<file path="src/rtl/mem_port_arbiter_if.sv">
// Bus bundle between the core's fetch/LSU requesters, the arbiter and the
// single-port data memory. The arbiter connects through the slave modport;
// the environment (requesters + memory model) uses the master modport.
interface mem_port_arbiter_if #(
    parameter int ADDR_W = 64,
    parameter int DATA_W = 64
);
    // Instruction-fetch requester
    logic              if_req;
    logic [ADDR_W-1:0] if_addr;
    logic              if_gnt;
    logic              if_rvalid;
    logic [DATA_W-1:0] if_rdata;

    // Load/store requester
    logic              ls_req;
    logic              ls_we;
    logic [ADDR_W-1:0] ls_addr;
    logic [DATA_W-1:0] ls_wdata;
    logic              ls_gnt;
    logic              ls_rvalid;
    logic [DATA_W-1:0] ls_rdata;

    // Memory side
    logic              mem_req;
    logic              mem_we;
    logic [ADDR_W-1:0] mem_addr;
    logic [DATA_W-1:0] mem_wdata;
    logic [DATA_W-1:0] mem_rdata;
    logic              mem_ready;

    modport slave (
        input  if_req, if_addr,
        output if_gnt, if_rvalid, if_rdata,
        input  ls_req, ls_we, ls_addr, ls_wdata,
        output ls_gnt, ls_rvalid, ls_rdata,
        output mem_req, mem_we, mem_addr, mem_wdata,
        input  mem_rdata, mem_ready
    );

    modport master (
        output if_req, if_addr,
        input  if_gnt, if_rvalid, if_rdata,
        output ls_req, ls_we, ls_addr, ls_wdata,
        input  ls_gnt, ls_rvalid, ls_rdata,
        input  mem_req, mem_we, mem_addr, mem_wdata,
        output mem_rdata, mem_ready
    );
endinterface

</file>
<file path="src/rtl/mem_port_arbiter.sv">
// Arbiter sharing one variable-latency 64-bit memory port between instruction
// fetch (IF) and load/store (LS). One transaction at a time; LS has fixed
// priority with a starvation guard that forces an IF grant after STARVE_MAX
// consecutive LS grants taken while IF was waiting.
// Build option: define ARB_RR_EN to replace fixed priority with round-robin
// between the two requesters when both are present.
module mem_port_arbiter #(
    parameter int ADDR_W     = 64,
    parameter int DATA_W     = 64,
    parameter int STARVE_MAX = 4    // legal range 1..15
) (
    input  logic              clk,
    input  logic              reset,   // synchronous, active-low
    mem_port_arbiter_if.slave bus,
    output logic              busy
);

    typedef enum logic [1:0] {
        IDLE   = 2'd0,
        IF_ACC = 2'd1,
        LS_ACC = 2'd2
    } state_e;

    state_e state_q, state_d;

    // Arbitration decision for the current IDLE cycle
    logic grant;
    logic if_wins;

`ifdef ARB_RR_EN
    typedef enum logic {
        REQ_IF = 1'b0,
        REQ_LS = 1'b1
    } req_e;

    req_e rr_last_q, rr_last_d;
`else
    localparam logic [3:0] STARVE_LIMIT = 4'(STARVE_MAX);

    logic [3:0] starve_cnt_q, starve_cnt_d;
`endif

    // Registered outputs
    logic              if_gnt_q,    if_gnt_d;
    logic              if_rvalid_q, if_rvalid_d;
    logic [DATA_W-1:0] if_rdata_q,  if_rdata_d;
    logic              ls_gnt_q,    ls_gnt_d;
    logic              ls_rvalid_q, ls_rvalid_d;
    logic [DATA_W-1:0] ls_rdata_q,  ls_rdata_d;
    logic              mem_req_q,   mem_req_d;
    logic              mem_we_q,    mem_we_d;
    logic [ADDR_W-1:0] mem_addr_q,  mem_addr_d;
    logic [DATA_W-1:0] mem_wdata_q, mem_wdata_d;

    // Pick a winner: sole requester wins; on contention LS wins unless IF is
    // starved (or, in round-robin builds, whoever was not granted last wins)
    always_comb begin
        grant = (state_q == IDLE) && (bus.if_req || bus.ls_req);
`ifdef ARB_RR_EN
        if_wins = (bus.if_req && bus.ls_req) ? (rr_last_q == REQ_LS) : bus.if_req;
`else
        if_wins = (bus.if_req && bus.ls_req) ? (starve_cnt_q == STARVE_LIMIT) : bus.if_req;
`endif
    end

    // State register plus all output and bookkeeping flops
    always_ff @(posedge clk) begin
        // NOTE: non-blocking assignments so every flop samples pre-edge values,
        // independent of statement order inside this block.
        if (!reset) begin
            // NOTE: data registers are cleared too, so rdata/mem buses read 0
            // after reset rather than stale contents of an abandoned access.
            state_q      <= IDLE;
`ifdef ARB_RR_EN
            rr_last_q    <= REQ_IF;
`else
            starve_cnt_q <= '0;
`endif
            if_gnt_q     <= 1'b0;
            if_rvalid_q  <= 1'b0;
            if_rdata_q   <= '0;
            ls_gnt_q     <= 1'b0;
            ls_rvalid_q  <= 1'b0;
            ls_rdata_q   <= '0;
            mem_req_q    <= 1'b0;
            mem_we_q     <= 1'b0;
            mem_addr_q   <= '0;
            mem_wdata_q  <= '0;
        end else begin
            state_q      <= state_d;
`ifdef ARB_RR_EN
            rr_last_q    <= rr_last_d;
`else
            starve_cnt_q <= starve_cnt_d;
`endif
            if_gnt_q     <= if_gnt_d;
            if_rvalid_q  <= if_rvalid_d;
            if_rdata_q   <= if_rdata_d;
            ls_gnt_q     <= ls_gnt_d;
            ls_rvalid_q  <= ls_rvalid_d;
            ls_rdata_q   <= ls_rdata_d;
            mem_req_q    <= mem_req_d;
            mem_we_q     <= mem_we_d;
            mem_addr_q   <= mem_addr_d;
            mem_wdata_q  <= mem_wdata_d;
        end
    end

    // Next state: grant from IDLE, return to IDLE when the memory completes
    always_comb begin
        // NOTE: assign a default before any branch; a path that leaves a
        // combinational variable unassigned would infer a latch.
        state_d = state_q;
        case (state_q)
            IDLE:           if (grant) state_d = if_wins ? IF_ACC : LS_ACC;
            IF_ACC, LS_ACC: if (bus.mem_ready) state_d = IDLE;
            default:        state_d = IDLE;
        endcase
    end

    // Fairness history: starvation counter or last-granted requester
    always_comb begin
`ifdef ARB_RR_EN
        rr_last_d = rr_last_q;
        if (grant) rr_last_d = if_wins ? REQ_IF : REQ_LS;
`else
        starve_cnt_d = starve_cnt_q;
        if (grant) begin
            if (if_wins || !bus.if_req)
                starve_cnt_d = '0;
            else if (starve_cnt_q != STARVE_LIMIT)
                starve_cnt_d = starve_cnt_q + 4'd1;
        end
`endif
    end

    // Outputs: launch the winner onto the memory bus, then capture the reply
    always_comb begin
        if_gnt_d    = 1'b0;
        if_rvalid_d = 1'b0;
        if_rdata_d  = if_rdata_q;
        ls_gnt_d    = 1'b0;
        ls_rvalid_d = 1'b0;
        ls_rdata_d  = ls_rdata_q;
        mem_req_d   = mem_req_q;
        mem_we_d    = mem_we_q;
        mem_addr_d  = mem_addr_q;
        mem_wdata_d = mem_wdata_q;

        case (state_q)
            IDLE: begin
                if (grant) begin
                    mem_req_d = 1'b1;
                    if (if_wins) begin
                        if_gnt_d    = 1'b1;
                        mem_we_d    = 1'b0;
                        mem_addr_d  = bus.if_addr;
                        mem_wdata_d = '0;
                    end else begin
                        ls_gnt_d    = 1'b1;
                        mem_we_d    = bus.ls_we;
                        mem_addr_d  = bus.ls_addr;
                        mem_wdata_d = bus.ls_wdata;
                    end
                end
            end
            IF_ACC: begin
                if (bus.mem_ready) begin
                    mem_req_d   = 1'b0;
                    mem_we_d    = 1'b0;
                    if_rvalid_d = 1'b1;
                    if_rdata_d  = bus.mem_rdata;
                end
            end
            LS_ACC: begin
                if (bus.mem_ready) begin
                    mem_req_d   = 1'b0;
                    mem_we_d    = 1'b0;
                    ls_rvalid_d = 1'b1;
                    // mem_we_q still holds the captured store flag here
                    if (!mem_we_q) ls_rdata_d = bus.mem_rdata;
                end
            end
            default: ;
        endcase
    end

    assign bus.if_gnt    = if_gnt_q;
    assign bus.if_rvalid = if_rvalid_q;
    assign bus.if_rdata  = if_rdata_q;
    assign bus.ls_gnt    = ls_gnt_q;
    assign bus.ls_rvalid = ls_rvalid_q;
    assign bus.ls_rdata  = ls_rdata_q;
    assign bus.mem_req   = mem_req_q;
    assign bus.mem_we    = mem_we_q;
    assign bus.mem_addr  = mem_addr_q;
    assign bus.mem_wdata = mem_wdata_q;
    assign busy          = (state_q != IDLE);

endmodule

</file>
<file path="src/flat_wrapper.sv">
// flat-port wrapper written by rule: the top's interface ports become plain ports
module mem_port_arbiter_flat 
#(
    parameter int ADDR_W     = 64,
    parameter int DATA_W     = 64,
    parameter int STARVE_MAX = 4                        
)
  (clk, reset, busy, bus_if_req, bus_if_addr, bus_if_gnt, bus_if_rvalid, bus_if_rdata, bus_ls_req, bus_ls_we, bus_ls_addr, bus_ls_wdata, bus_ls_gnt, bus_ls_rvalid, bus_ls_rdata, bus_mem_req, bus_mem_we, bus_mem_addr, bus_mem_wdata, bus_mem_rdata, bus_mem_ready);
  mem_port_arbiter_if #(.ADDR_W(ADDR_W), .DATA_W(DATA_W)) bus_i ();
  input  logic clk;
  input  logic reset;
  output logic busy;
  input wire logic [$bits(bus_i.if_req)-1:0] bus_if_req;
  input wire logic [$bits(bus_i.if_addr)-1:0] bus_if_addr;
  output wire logic [$bits(bus_i.if_gnt)-1:0] bus_if_gnt;
  output wire logic [$bits(bus_i.if_rvalid)-1:0] bus_if_rvalid;
  output wire logic [$bits(bus_i.if_rdata)-1:0] bus_if_rdata;
  input wire logic [$bits(bus_i.ls_req)-1:0] bus_ls_req;
  input wire logic [$bits(bus_i.ls_we)-1:0] bus_ls_we;
  input wire logic [$bits(bus_i.ls_addr)-1:0] bus_ls_addr;
  input wire logic [$bits(bus_i.ls_wdata)-1:0] bus_ls_wdata;
  output wire logic [$bits(bus_i.ls_gnt)-1:0] bus_ls_gnt;
  output wire logic [$bits(bus_i.ls_rvalid)-1:0] bus_ls_rvalid;
  output wire logic [$bits(bus_i.ls_rdata)-1:0] bus_ls_rdata;
  output wire logic [$bits(bus_i.mem_req)-1:0] bus_mem_req;
  output wire logic [$bits(bus_i.mem_we)-1:0] bus_mem_we;
  output wire logic [$bits(bus_i.mem_addr)-1:0] bus_mem_addr;
  output wire logic [$bits(bus_i.mem_wdata)-1:0] bus_mem_wdata;
  input wire logic [$bits(bus_i.mem_rdata)-1:0] bus_mem_rdata;
  input wire logic [$bits(bus_i.mem_ready)-1:0] bus_mem_ready;
  assign bus_i.if_req = bus_if_req;
  assign bus_i.if_addr = bus_if_addr;
  assign bus_if_gnt = bus_i.if_gnt;
  assign bus_if_rvalid = bus_i.if_rvalid;
  assign bus_if_rdata = bus_i.if_rdata;
  assign bus_i.ls_req = bus_ls_req;
  assign bus_i.ls_we = bus_ls_we;
  assign bus_i.ls_addr = bus_ls_addr;
  assign bus_i.ls_wdata = bus_ls_wdata;
  assign bus_ls_gnt = bus_i.ls_gnt;
  assign bus_ls_rvalid = bus_i.ls_rvalid;
  assign bus_ls_rdata = bus_i.ls_rdata;
  assign bus_mem_req = bus_i.mem_req;
  assign bus_mem_we = bus_i.mem_we;
  assign bus_mem_addr = bus_i.mem_addr;
  assign bus_mem_wdata = bus_i.mem_wdata;
  assign bus_i.mem_rdata = bus_mem_rdata;
  assign bus_i.mem_ready = bus_mem_ready;
  mem_port_arbiter #(.ADDR_W(ADDR_W), .DATA_W(DATA_W), .STARVE_MAX(STARVE_MAX)) u_core (.clk(clk), .reset(reset), .bus(bus_i), .busy(busy));
endmodule
</file>
<file path="config.mk">
export PLATFORM = sky130hd
export DESIGN_NAME = mem_port_arbiter_flat
export DESIGN_NICKNAME = d
export VERILOG_FILES = /design/src/rtl/mem_port_arbiter_if.sv /design/src/rtl/mem_port_arbiter.sv /design/src/flat_wrapper.sv
export SDC_FILE = /design/constraint.sdc
export NUM_CORES = 1
export LEC_CHECK = 0
export ABC_AREA = 0
export BUFFER_PORTS_ARGS = -buffer_cell sky130_fd_sc_hd__buf_4
export CORE_AREA = 2 2 204 206
export DETAILED_ROUTE_END_ITERATION = 7
export DIE_AREA = 0 0 206 208
export GPL_ROUTABILITY_DRIVEN = 0
export PLACE_DENSITY_LB_ADDON = 0.25
export REMOVE_ABC_BUFFERS = 1
export SLEW_MARGIN = 15
export SYNTH_ARGS = -nofsm -noshare
export SYNTH_HDL_FRONTEND = slang
export SYNTH_SLANG_ARGS = --single-unit
</file>
<file path="constraint.sdc">
create_clock -name clk -period 1.42 [get_ports clk]
set_input_delay 0.071 -clock clk [delete_from_list [all_inputs] [get_ports clk]]
set_output_delay 0.071 -clock clk [all_outputs]
set_load 0.01 [all_outputs]
</file>
-- Word level (Yosys, flattened, before mapping)
Index checks and enable logic that the tools add are counted.
- register bits after elaboration: 268
- bits of input ports: 262
- output and inout port bits: 263
- word-level logic and storage cells: 57
- $add $sub $neg: 1
- equal/unequal tests: 6
- bitwise operators: 1
- reductions and logical operators: 19
- mux-type cells: 18
- operators with widths (kind ; count):
    64-bit two-way mux ; 2
    2-bit AND reduction ; 6
    3-bit AND reduction ; 3
    1-bit two-way mux ; 8
    4-bit two-way mux ; 2
    2-bit two-way mux ; 3
    2-bit nonzero test ; 3
    4-bit by 1-bit adder with 4-bit output, second input constant ; 1
    4-bit by 3-bit equality test with 1-bit output, second input constant ; 1
    2-bit by 1-bit inequality test with 1-bit output, second input constant ; 2
    4-bit by 3-bit inequality test with 1-bit output, second input constant ; 1
    1-bit case mux with 2 select lines ; 2
    2-bit case mux with 2 select lines ; 1
    2-bit by 1-bit equality test with 1-bit output, second input constant ; 1
    2-bit equality test, second input constant ; 1
    1-bit logical AND ; 2
    2-bit zero test ; 1
    1-bit logical OR ; 2
    2-bit OR reduction ; 1
    1-bit zero test ; 1
    1-bit NOT ; 1

-- Logic depth before layout (Yosys ltp)
Gate-level depths: netlist of run 1.
- word-level depth: 5
- gate-level depth with buffers: 8
- gate-level depth less buffers: 5

-- Worst setup path after synthesis of run 1
OpenSTA, ideal clock, no wires.
- kind: reg-to-reg
- from: register u_core.state_q[0]
- to: register u_core.mem_addr_q[47], in the netlist u_core.bus.mem_addr[47]
- buffers on the path: 3
- period minus slack after synthesis: 1.468 ns
- stages on the path, launching flop included: 9
- slack: -0.048 ns
- setup time: 0.136 ns
- required time: 1.284 ns
- arrival: 1.332 ns
- cells stage by stage: dfxtp_1 > inv_1 > ha_1 > buf_4 > o21a_2 > buf_4 > clkbuf_1 > o21ai_0 > a31oi_1
- word-level cells in the longest chain between the ends: 3
- RTL lines (element ; RTL line ; text):
    from (decl) ; mem_port_arbiter.sv:24 ; state_e state_q, state_d;
    from (signal assigned) ; mem_port_arbiter.sv:90 ; state_q <= state_d;
    2-bit zero test (*) ; mem_port_arbiter.sv:58, mem_port_arbiter.sv:150 ;
    1-bit logical AND ; mem_port_arbiter.sv:58 ; grant = (state_q == IDLE) && (bus.if_req || bus.ls_req);
    2-bit AND reduction (no line) (*) ; - ;
    to (signal assigned) ; mem_port_arbiter.sv:104 ; mem_addr_q <= mem_addr_d;
    to (decl) ; mem_port_arbiter.sv:52 ; logic [ADDR_W-1:0] mem_addr_q, mem_addr_d;
Every way passes the cells marked *; elsewhere a longest branch is shown, timed or not.
A chain may end at the register's enable or synchronous reset.

-- Worst setup path in the final report of run 1
- from: register u_core.starve_cnt_q[1]
- to: register u_core.mem_addr_q[25], in the netlist u_core.bus.mem_addr[25]
- word-level cells in the longest chain between the ends: 3
- RTL lines (element ; RTL line ; text):
    from (decl) ; mem_port_arbiter.sv:40 ; logic [3:0] starve_cnt_q, starve_cnt_d;
    from (signal assigned) ; mem_port_arbiter.sv:94 ; starve_cnt_q <= starve_cnt_d;
    4-bit by 3-bit equality test with 1-bit output ; mem_port_arbiter.sv:62 ; if_wins = (bus.if_req && bus.ls_req) ? (starve_cnt_q == STARVE_LIMIT) : bus.if_req;
    1-bit two-way mux ; mem_port_arbiter.sv:62 ;
    64-bit two-way mux ; mem_port_arbiter.sv:154 ; if (if_wins) begin
No other way between the ends.

==> results.ini, run 1 <==
[layout]
drive_above_1_share_pct = 37.9
stdcell_area_um2 = 20300
syn_to_final_growth_pct = 98.3
post-route-util_pct = 50.1
nets = 2369

[global_routing]
overflow = 0
grtUsageTotal_pct = 20.4
grt_antenna_before_repair = 0
grt_pass1_wl_mm = 71.0
grt_pass1_vias = 13062
grt_max_degree = 66

[timing]
holdWs_ns = 0.0468
fin_ws_ns = -0.147
fin_skew_ns = 0.0116
relSlewSlack_pct = 57.7
post-route-period-util_pct = 110
finalSetupTns_ns = -11.46
worst_pin_slew_ns = 0.634
clock.fmax_mhz = 638
post-route-min-period_ns = 1.57
rsz0062_at_grt = yes
slew_violations = 0
timing.final.hold_violations = 0
setup_viol = 165

[setup_path]
cp_num_buf_inv = 5
path_delay_family = buffers and inverters
cp_slowest_cell = dfxtp_2
timing_worst_setup_path_type = reg2reg
worstPathArrival_ns = 2.01
crit_chain = inv_2 > ha_4 > nand4b_1 > buf_6 > buf_12 > buf_16 > buf_12 > nand3_1 > a31oi_1
max_stage_delay_ns = 0.32
crit_fanout = 8
worstSetupStartpointType = flop
cp.required_ns = 1.86
endpoint_kind = flop
crit_top_cell = buf_12

[power_and_ir_drop]
ir_worst_vdd_v = 0.000890
comb_power_share_pct = 22.1
pwr-share-seq_pct = 40.7
powerDensity_nw_per_um2 = 1000
p_sw_share_pct = 27.4
intPower_mw = 14.7
p_clk_share_pct = 37.3
leakage_nw = 8.64
p_sw_mw = 5.57
power.total_mw = 20.3

[floorplanning]
coreArea_um2 = 40600
io_pins = 525
dieWidth_um = 206
start_util_pct = 25.2
die_y_um = 208
rows = 74
die_area_um2 = 42800

[clock_network]
clock_latency_ns = 0.57
cts_max_level = 1
clk_pin_slew_worst_paths_ns = 0.06
cts_root_buf = clkbuf_16
clk_path_buf_depth = 3
cts_made_buffers = 30
cts_tree = built
clkSinkCount = 268

[detailed_routing]
drtIter0Drc = 707
vias_per_cell = 4.93
drc = 0
drt_pass1_iterations = 7
routed_wl_mm = 48.8
postRouteAntennaNets = 0
dr_total_vias = 13107
drt-wirelength-per-cell_um = 18.4

[synth]
ys_seq_elements = 268
syn_inst = 1285
synth_cell_types = 38
syn_area_um2 = 10200
ys_seq_area_share_pct = 52.4
ys.warnings.count = 0
syn_avg_cell_area_um2 = 7.97

[worst_hold_path]
holdCritPathClass = in2reg

[placed_design]
dpl_cell_area_um2 = 15300
port_buffers = 524
hpwlAfterDp_mm = 29.1

[run_status]
status = complete, but fails checks
failed_checks = negative setup slack

[job]
maxCapViolations = 0

[cell families (layout without fill, tap and decap cells)]
kind of cell             count (synthesis)  after routing  share of synthesized area (%)
buffers and inverters                  137            975                           5.95
flip-flops                             268            268                           52.4
AND/OR/NAND/NOR                        476            476                           20.4
adder cells (fa/ha/maj)                  5              5                          0.611
XOR/XNOR                                 2              2                          0.171
multiplexers                             1              1                         0.0978
other                                    0              1                              0
AO/OA/AOI/OAI                          396            397                           20.4
[registers in the layout, indices dropped and copies added, names as in the netlist]
register,count
u_core.bus.if_gnt,1
u_core.bus.ls_rdata,64
u_core.bus.mem_we,1
u_core.bus.ls_gnt,1
u_core.bus.mem_addr,64
u_core.bus.if_rdata,64
u_core.bus.mem_req,1
u_core.bus.ls_rvalid,1
u_core.starve_cnt_q,4
u_core.state_q,2
u_core.bus.mem_wdata,64
u_core.bus.if_rvalid,1
[cell usage after synthesis, drive strengths merged]
master | n | area (um^2)
mux2i | 1 | 10.0
o32ai | 1 | 8.76
xnor2 | 1 | 8.76
or3 | 1 | 6.26
o21ai | 131 | 659
and2 | 1 | 6.26
nor3b | 1 | 7.51
nand4b | 2 | 17.5
o21a | 1 | 8.76
buf | 63 | 325
nand2 | 323 | 1210
xor2 | 1 | 8.76
a31oi | 65 | 407
nor3 | 5 | 25.0
nand3 | 66 | 330
clkbuf | 67 | 258
inv | 7 | 26.3
nand3b | 2 | 15.0
nor2b | 2 | 15.0
o22ai | 1 | 6.26
and3b | 1 | 8.76
o41ai | 1 | 8.76
and4b | 1 | 10.0
ha | 5 | 62.6
nor2 | 4 | 15.0
dfxtp | 268 | 5370
a211oi | 1 | 7.51
o211ai | 2 | 15.0
nand4 | 64 | 400
and3 | 1 | 6.26
nand2b | 2 | 12.5
a21oi | 193 | 966
[worst paths after layout]
path | start | to | slack, ns | depth (start not counted)
worst max register to register | u_core.starve_cnt_q[1] | u_core.bus.mem_addr[25] | -0.15 | 9
worst min register to register | u_core.bus.ls_rdata[19] | u_core.bus.ls_rdata[19] | 0.45 | 2
worst min-delay path | bus_if_req | u_core.state_q[1] | 0.05 | 4
worst max-delay path | u_core.starve_cnt_q[1] | u_core.bus.mem_addr[25] | -0.15 | 9
[timing repair]
action / in CTS / in global routing
gates cloned: 12 / 23
gates resized for setup: 54 / 121
setup endpoints to repair: 241 / 261
pin swaps: 21 / 98
endpoints found under the hold margin: 263 / 0
buffers inserted: 11 / 10
hold buffers: 259 / 0
[final cells by class]
class | instances | area [um^2]
Timing Repair Buffer | 914 | 8560
Multi-Input combinational cell | 881 | 4730
Inverter | 7 | 33.8
Fill cell | 3690 | 20200
Sequential cell | 268 | 5370
Tap cell | 532 | 666
Clock inverter | 4 | 38.8
Clock buffer | 50 | 906
Antenna cell | 1 | 2.50
[tightest hold or removal path: cells and delay by family]
family | cells | cell delay [ns]
compound gates | 2 | 0.21
buf+inv | 1 | 0.20
simple gates | 1 | 0.08
[power groups by stage]
stage / Sequential, mW / Combinational, mW / Clock [mW]
after floorplan: 8.58 / 0.978 / 0
after global placement: 8.38 / 3.26 / 0
after detailed placement: 8.39 / 3.28 / 0
after CTS: 8.24 / 4.11 / 7.75
after global routing: 8.31 / 4.78 / 8.07
final: 8.27 / 4.48 / 7.57
[layout by cell type, fill, tap and decap left out, types with 10 or more instances in the layout]
cell / count
clkbuf_1: 12
o21ai_1: 10
nand3_1: 47
buf_6: 14
nand4_1: 64
a21oi_2: 27
clkbuf_16: 49
dlygate4sd3_1: 259
nand2_1: 315
buf_12: 39
a21oi_1: 166
nand3_2: 19
o21ai_2: 19
buf_4: 570
o21ai_0: 100
dfxtp_1: 264
a31oi_1: 61
[per-layer routing]
layer	share of wire [%]	track usage [%]	routed length, um	vias up
li1	-	-	-	6110
met2	48	35.4	23600	650
met5	0	0	0	-
met4	4.3	7.59	2120	0
met3	8.6	4.75	4180	159
met1	39	24.3	18900	6188
[metrics by stage]
stage	instances	worst slack, ns
after floorplan	1155	-2.95
after global placement	2292	-0.0715
after detailed placement	2292	-0.104
after CTS	2628	-0.146
after global routing	2656	-0.248
final	2657	-0.147
No activity file was read; power rests on OpenSTA's default activity.
==> run 2: changes to the inputs <==
--- a/config.mk
+++ b/config.mk
@@ -13,7 +13,6 @@
 export GPL_ROUTABILITY_DRIVEN = 0
 export PLACE_DENSITY_LB_ADDON = 0.25
 export REMOVE_ABC_BUFFERS = 1
-export SLEW_MARGIN = 15
 export SYNTH_ARGS = -nofsm -noshare
 export SYNTH_HDL_FRONTEND = slang
 export SYNTH_SLANG_ARGS = --single-unit
==> constraint.sdc (replaced) <==
create_clock -name clk -period 1.42 [get_ports clk]
set_input_delay 0.071 -clock clk [delete_from_list [all_inputs] [get_ports clk]]
set_output_delay 0.071 -clock clk [all_outputs]
set_load 0.1 [all_outputs]
==> results.ini, run 2 (synthesized netlist as in run 1, its figures left out) <==
[run_status]
status = complete, but fails checks
failed_checks = negative setup slack

[power_and_ir_drop]
p_clk_share_pct = 32.3
comb_power_share_pct = 34.0
power.total_mw = 24.6
p_sw_share_pct = 36.9
powerDensity_nw_per_um2 = 1110
pwr-share-seq_pct = 33.7
p_sw_mw = 9.08
leakage_nw = 9.37
intPower_mw = 15.5
ir_worst_vdd_v = 0.000961

[detailed_routing]
postRouteAntennaNets = 0
dr_total_vias = 13571
drc = 0
drt_pass1_iterations = 7
vias_per_cell = 5.01
drtIter0Drc = 744
routed_wl_mm = 54.0
drt-wirelength-per-cell_um = 19.9

[timing]
fin_ws_ns = -0.238
worst_pin_slew_ns = 0.664
fin_skew_ns = 0.0232
clock.fmax_mhz = 603
finalSetupTns_ns = -24.36
post-route-period-util_pct = 117
relSlewSlack_pct = 55.7
post-route-min-period_ns = 1.66
setup_viol = 261
timing.final.hold_violations = 0
rsz0062_at_grt = yes
slew_violations = 0

[floorplanning]
dieWidth_um = 206
die_area_um2 = 42800
rows = 74
coreArea_um2 = 40600
die_y_um = 208
io_pins = 525
start_util_pct = 25.2

[layout]
stdcell_area_um2 = 22100
drive_above_1_share_pct = 46.0
nets = 2420
final_common_cell = buf_4
final_cell_mix = 565 x buf_4, 268 x nand2_1, 263 x dfxtp_1
fillers = 3396
antennaDiodeCount = 0
post-route-util_pct = 54.5
fin_cells = 2707
syn_to_final_growth_pct = 116

[setup_path]
cp-startpoint = u_core.starve_cnt_q[1]
timing_worst_setup_path_type = reg2reg
endpoint_kind = flop
crit_fanout = 6
cp.required_ns = 1.87
worstPathArrival_ns = 2.11
worstSetupStartpointType = flop
worstReg2RegStart = u_core.starve_cnt_q[1]

[clock_network]
cts_tree = built
clock_latency_ns = 0.59
cts_root_buf = clkbuf_16
clk_pin_slew_worst_paths_ns = 0.06
clk_path_buf_depth = 3
cts_max_level = 1
cts_made_buffers = 31
clkSinkCount = 268

[global_routing]
grt_pass1_vias = 13585
grt_pass1_wl_mm = 76.3
overflow = 0
grt_max_degree = 66
grtUsageTotal_pct = 22.4
grt_antenna_before_repair = 0

[placed_design]
dpl_cell_area_um2 = 15300
placedCellCount = 2291
hpwlAfterDp_mm = 29.1
port_buffers = 524

[worst_hold_path]
min_from = bus_if_req
holdCritPathClass = in2reg

[job]
maxCapViolations = 0

[run 2: cell count changes in the layout (fill, tap and decap cells not counted), moves of 27 or more]
cell / before / now
buf_16: 7 / 35
a21oi_1: 166 / 139
o21ai_2: 19 / 60
nand2_1: 315 / 268
a21oi_2: 27 / 54
o21ai_1: 10 / 39
o21ai_0: 100 / 30
nand2_2: 4 / 40
[run 2: layout make-up]
| cell class | count | area [um^2] | area share (%) |
|---|---|---|---|
| multi-input combinational | 884 | 5430 | 24.6 |
| clock buffer | 46 | 872 | 3.95 |
| sequential | 268 | 5370 | 24.3 |
| timing repair buffer | 961 | 9600 | 43.4 |
| inverter | 7 | 43.8 | 0.198 |
| clock inverter | 9 | 119 | 0.538 |
| tap | 532 | 666 | 3.01 |
[run 2: critical path, cell delays in order, from the launching register on]
cell,delay [ns]
dfxtp_2,0.33
inv_2,0.06
ha_4,0.14
nand4b_1,0.11
buf_6,0.15
buf_12,0.13
buf_16,0.15
buf_6,0.12
buf_12,0.12
nand4b_1,0.13
a21oi_2,0.08
[run 2: worst paths after layout]
kind	slack, ns	cells after the start	end
setup / recovery	-0.24	10	u_core.state_q[1]
hold / removal	0.06	3	u_core.starve_cnt_q[3]
setup reg to reg	-0.24	10	u_core.state_q[1]
hold reg to reg	0.45	2	u_core.bus.if_rdata[28]
[run 2: per-stage QoR]
stage	worst slack, ns	hold slack [ns]
after global routing	-0.289	0.0519
after floorplan	-2.95	0.207
after detailed placement	-0.108	0.338
after CTS	-0.237	0.0234
after global placement	-0.0755	0.329
final	-0.238	0.0589
[run 2: timing repair]
item | 4_1_cts | 5_1_grt
endpoints found under the hold margin | 263 | 0
pin swaps | 106 | 107
setup buffers | 44 | 12
endpoints found under the setup margin | 242 | 268
cloned | 46 | 13
hold buffers | 259 | 0
resized for setup | 249 | 233
[run 2: routing by layer]
metal / vias up / global-route usage, % / part of all wire, %
met3: 170 / 4.98 / 8.6
li1: 6268 / - / -
met1: 6403 / 26.2 / 38
met4: 0 / 9.70 / 4.4
met2: 730 / 39.0 / 49
met5: - / 0 / 0
[run 2: power by group through the flow]
stage | clock network [mW] | logic, mW | registers [mW]
after global routing | 8.35 | 8.66 | 8.32
final | 7.95 | 8.38 | 8.28
after global placement | 0 | 6.37 | 8.38
after detailed placement | 0 | 6.39 | 8.40
after CTS | 8.07 | 7.91 | 8.26
after floorplan | 0 | 1.01 | 11.6
